$ cat src/rtl/display_mode_ctrl.sv
// display_mode_ctrl: selects one of NUM_MODES segment sources by a debounced push-button, with alert preemption
//   clk, rst            : 1 kHz clock, synchronous active-high reset
//   mode                : raw asynchronous mode push-button
//   alert               : per-source alert request levels
//   src_seg_data/com    : packed per-source segment data / digit commons (8 bits each)
//   seg_data/seg_com    : registered segment outputs of the displayed source
//   mode_sel            : user-selected source index
//   led                 : one-hot displayed source, bit 7 = alert active
module display_mode_ctrl #(
  parameter int NUM_MODES    = 3,
  parameter int DEBOUNCE_CYC = 20,
  parameter int ALERT_HOLD   = 3000
) (
  input  logic                   clk,
  input  logic                   rst,
  input  logic                   mode,
  input  logic [NUM_MODES-1:0]   alert,
  input  logic [NUM_MODES*8-1:0] src_seg_data,
  input  logic [NUM_MODES*8-1:0] src_seg_com,
  output logic [7:0]             seg_data,
  output logic [7:0]             seg_com,
  output logic [2:0]             mode_sel,
  output logic [7:0]             led
);
  localparam int CW = $clog2(DEBOUNCE_CYC + 1);
  localparam int HW = $clog2(ALERT_HOLD + 1);
  typedef enum logic {NORMAL, ALERT} state_t;
  state_t         r_state, w_state_nx;
  logic [1:0]     r_sync;
  logic           r_db, r_db_prev, w_pulse;
  logic [CW-1:0]  r_db_cnt;
  logic [NUM_MODES-1:0] r_alert_prev, w_rise;
  logic [2:0]     r_mode_sel, r_disp_sel, w_mode_nx, w_disp_nx, w_mode_inc, w_rise_idx;
  logic [HW-1:0]  r_hold_cnt, w_hold_nx;
  logic [7:0]     r_seg_data, r_seg_com, r_led, w_seg_data, w_seg_com;
  always_ff @(posedge clk) begin
    if (rst) begin
      r_sync       <= '0;
      r_db         <= 1'b0;
      r_db_prev    <= 1'b0;
      r_db_cnt     <= '0;
      r_alert_prev <= '0;
    end else begin
      r_sync       <= {r_sync[0], mode};
      r_db_prev    <= r_db;
      r_alert_prev <= alert;
      if (r_sync[1] != r_db) begin
        if (r_db_cnt == CW'(DEBOUNCE_CYC - 1)) begin
          r_db     <= r_sync[1];
          r_db_cnt <= '0;
        end else r_db_cnt <= r_db_cnt + 1'b1;
      end else r_db_cnt <= '0;
    end
  end
  assign w_pulse    = r_db & ~r_db_prev;
  assign w_rise     = alert & ~r_alert_prev;
  assign w_mode_inc = (r_mode_sel == 3'(NUM_MODES - 1)) ? 3'd0 : r_mode_sel + 3'd1;
  // Descending scan so the lowest rising index is the one left standing.
  always_comb begin
    w_rise_idx = 3'd0;
    for (int i = NUM_MODES - 1; i >= 0; i--) if (w_rise[i]) w_rise_idx = 3'(i);
  end
  // An alert edge takes priority over expiry and over a button pulse in either state.
  always_comb begin
    w_state_nx = r_state;
    w_mode_nx  = r_mode_sel;
    w_disp_nx  = r_disp_sel;
    w_hold_nx  = r_hold_cnt;
    if (|w_rise) begin
      w_state_nx = ALERT;
      w_disp_nx  = w_rise_idx;
      w_hold_nx  = HW'(ALERT_HOLD - 1);
    end else if (r_state == ALERT) begin
      if (w_pulse || r_hold_cnt == '0) begin
        w_state_nx = NORMAL;
        w_disp_nx  = r_mode_sel;
      end else w_hold_nx = r_hold_cnt - 1'b1;
    end else if (w_pulse) begin
      w_mode_nx = w_mode_inc;
      w_disp_nx = w_mode_inc;
    end
  end
  always_ff @(posedge clk) begin
    if (rst) begin
      r_state    <= NORMAL;
      r_mode_sel <= 3'd0;
      r_disp_sel <= 3'd0;
      r_hold_cnt <= '0;
    end else begin
      r_state    <= w_state_nx;
      r_mode_sel <= w_mode_nx;
      r_disp_sel <= w_disp_nx;
      r_hold_cnt <= w_hold_nx;
    end
  end
  always_comb begin
    w_seg_data = 8'h00;
    w_seg_com  = 8'hFF;
    for (int i = 0; i < NUM_MODES; i++)
      if (r_disp_sel == 3'(i)) begin
        w_seg_data = src_seg_data[8*i +: 8];
        w_seg_com  = src_seg_com[8*i +: 8];
      end
  end
  always_ff @(posedge clk) begin
    if (rst) begin
      r_seg_data <= 8'h00;
      r_seg_com  <= 8'hFF;
      r_led      <= 8'h01;
    end else begin
      r_seg_data <= w_seg_data;
      r_seg_com  <= w_seg_com;
      r_led      <= {r_state == ALERT, 7'(7'b1 << r_disp_sel)};
    end
  end
  assign seg_data = r_seg_data;
  assign seg_com  = r_seg_com;
  assign led      = r_led;
  assign mode_sel = r_mode_sel;
endmodule

$ cat config.mk
export PLATFORM = sky130hd
export DESIGN_NAME = display_mode_ctrl
export DESIGN_NICKNAME = d
export VERILOG_FILES = /design/src/rtl/display_mode_ctrl.sv
export SDC_FILE = /design/constraint.sdc
export NUM_CORES = 1
export LEC_CHECK = 0
export ABC_CLOCK_PERIOD_IN_PS = 2000
export BUFFER_PORTS_ARGS = -buffer_cell sky130_fd_sc_hd__buf_2
export CORE_ASPECT_RATIO = 0.75
export CORE_MARGIN = 8
export CORE_UTILIZATION = 50
export DETAILED_ROUTE_END_ITERATION = 16
export GPL_TIMING_DRIVEN = 0
export PLACE_DENSITY_LB_ADDON = 0.12
export REMOVE_ABC_BUFFERS = 1
export SYNTH_ARGS = -nofsm -noshare
export SYNTH_HDL_FRONTEND = slang
export SYNTH_SLANG_ARGS = --single-unit
$ cat constraint.sdc
create_clock -name clk -period 2 [get_ports clk]
set_input_delay 0.4 -clock clk [delete_from_list [all_inputs] [get_ports clk]]
set_output_delay 0.4 -clock clk [all_outputs]
set_load 0.02 [all_outputs]
==> results.md <==
* Min Hold Slack at 0.2987 ns
* Core ar. at 4817 um2
* Share of layout cells above drive strength 1 at 28.33%
* Gate Count Post-Synth at 287
* Tmin final at 1.860 ns
* EDFF count, synth at 0
* Non-filler cells, final at 413
* Setup slack, reg-to-reg at 0.14 ns
* Buffers on Ports at 80
* Final core utilization at 60.99%
* Crit path max fanout at 6
* Hold Startpoint: src_seg_com[1]
* Global route overflow at 0
* Worst reg2reg path endpoint: r_hold_cnt[4]
* Vias post-DR at 2256
* Worst skew pair latency at 0.30 ns
* Primary FF master, synth: dfxtp_1
* MaxCap Viol Count at 0
* Fraction of the yosys area taken by sequential cells at 44.83%
* Largest net degree at the start of global routing at 33
* Die area at 7434 um2
* First-pass GRT wire length at 9749 um
* Vias in the first global route at 2128
* Num rows at 22
* Via density at 5.462
* CP Capture Type: register
* Initial antenna violation count at 0
* Reg-to-Reg Start: r_hold_cnt[0]
* # DRC at 0
* #FFs+latches synth at 55
* CP arrival at 2.09 ns
* PD cells at 766.7 nW/um2
* Pleak at 1.249 nW
* Status: completed
* Layout Nets at 410
* Hold endpoint: seg_com[1]
* First DRT Iteration DRCs at 114
* Die H at 76.70 um
* Slew headroom at 48.24%
* Routed wire per std cell at 13.96 um
* Hold WC Path Type: input pin to register
* Io pins at 81
* CP Data Required Time at 2.23 ns
* Syn-to-layout area delta at 19.61%
* Fmax at 0.5377 GHz
* CTS H-tree depth at 2
* CP Launch Type: register
* Total CTS buffers at 5
* Async set-reset flop share out of synthesis at 0%
* Initial core utilization at 50.99%
* Clock Sinks at 55
* Post-route ant nets at 0
* Skew final at 0.004816 ns
* Unrepaired setup endpoints after global routing: false
* Deepest clock path buffer count at 2
* CTS root buf: clkbuf_8
* Synth unique cells at 42
* Hold Path Stages at 3
* Chip width at 96.93 um
* TritonCTS clock tree: built
* Synth Area per Inst at 8.558 um2
* Slew Limit Fails at 0
* YS warnings at 0
* Detailed Route WL at 5764 um
* Detailed placer's ending HPWL at 4217 um
* Clock Pin Slew Worst Setup and Hold Paths at 0.09 ns
* Mapped cell area at 2456 um2
* Worst-margin pin slew at 0.7753 ns
* Final setup viols at 0
* R2R depth at 6
* ANT cells at 0
* Routability cong. at 0.7889
* Final Hold Fails at 0
* Ratio of final minimum period to clock period at 92.98%
* Power Total at 2.252 mW
* Detailed Routing Iterations Pass 1 at 4
* CP Class: register to register
* Setup TNS at 0 ns
* Gr usage total at 15.22%
* IR Drop Worst-Case VDD at 449.0 uV
* Placed cell count at 406
critical path, cell delays in order (launching register included):
cell	delay, ns
dfxtp_1	0.36
inv_1	0.09
ha_1	0.23
inv_1	0.09
or3_2	0.42
or4_1	0.42
a31oi_1	0.17
cells in the final DEF, fill, tap and decap left out, types with 5 or more instances in the layout:
cell	Yosys	routed
buf_2	3	80
dfxtp_1	55	54
nor2_1	28	28
o21ai_0	20	20
nand3_1	15	15
nand2_1	14	14
a21oi_1	14	14
inv_1	13	13
nor2b_1	13	13
o31ai_1	9	9
o221ai_1	8	8
nand2b_1	8	8
or4_1	8	8
a31oi_1	8	8
or2_2	5	5
clkbuf_8	0	5
state kept, by name (all words and copies together), names as in the netlist:
| name | flops |
|---|---|
| r_hold_cnt | 12 |
| led | 8 |
| seg_com | 8 |
| seg_data | 8 |
| r_db_cnt | 5 |
| mode_sel | 3 |
| r_alert_prev | 3 |
| r_disp_sel | 3 |
| r_sync | 2 |
| r_db | 1 |
| r_db_prev | 1 |
| r_state | 1 |
synth_stat cells, drive strengths merged (4+ instances only):
library cell	number	area, um2
buf	5	37.53
o21ai	20	100.1
nor3	4	20.02
clkbuf	16	60.06
nor2b	13	81.33
dfxtp	55	1101
or2	5	31.28
nand4	4	25.02
nor2	28	105.1
or4	8	60.06
o31ai	9	67.56
o221ai	8	70.07
or3	6	40.03
nand3	15	75.07
a31oi	8	50.05
inv	13	48.80
a21oi	14	70.07
nand2	16	65.06
nand2b	8	50.05
through the flow:
step,instance area (um2),setup WS [ns]
after CTS,2937,0.06769
after global routing,2938,0.03927
after floorplan,2359,0.3406
final,2938,0.1404
after detailed placement,2834,0.09256
after global placement,2834,0.1716
cell type report:
class,count,area (um2)
Sequential cell,55,1102
Clock inverter,1,30.03
Inverter,13,48.80
Fill cell,419,1879
Timing Repair Buffer,80,400.4
Tap cell,60,75.07
Multi-Input combinational cell,198,1209
Clock buffer,6,72.57
cell families (layout without fill, tap and decap cells):
logic type	Yosys count	after routing	synth area share, %
multiplexers	4	4	1.681
adder cells (fa/ha/maj)	3	3	1.528
AO/OA/AOI/OAI	68	68	17.78
flip-flops	55	55	44.83
buffers and inverters	34	100	5.960
AND/OR/NAND/NOR	118	118	26.44
XOR/XNOR	5	5	1.783
power breakdown:
part	total [mW]	internal [mW]	switching (mW)
clock network	0.702	0.367	0.335
logic	0.340	0.146	0.194
registers	1.21	1.16	0.0534
total	2.25	1.67	0.581
worst max path at each step:
stage,slack [ns],depth (start not counted),endpoint,start
after floorplan,0.34,6,r_hold_cnt[4],r_hold_cnt[0]
after global placement,0.17,3,r_hold_cnt[4],r_state
after detailed placement,0.09,3,r_hold_cnt[4],r_state
after CTS,0.07,3,r_hold_cnt[7],r_state
after global routing,0.04,6,r_hold_cnt[4],r_hold_cnt[1]
final,0.14,6,r_hold_cnt[4],r_hold_cnt[0]
repair_timing:
action / 4_1_cts / 5_1_grt
gates resized for setup: 0 / 1
setup endpoints to repair: 0 / 5
setup buffers: 0 / 0
hold buffers: 0 / 0
metal layers:
| metal | track usage [%] | share of wire, % | up-vias |
|---|---|---|---|
| met5 | 0 | 0 | - |
| met3 | 5.730 | 8.1 | 14 |
| met2 | 23.35 | 42 | 80 |
| met1 | 18.84 | 48 | 1010 |
| met4 | 5.972 | 1.7 | 0 |
| li1 | - | - | 1152 |
Note: power is estimated with default switching activity, not from simulation.
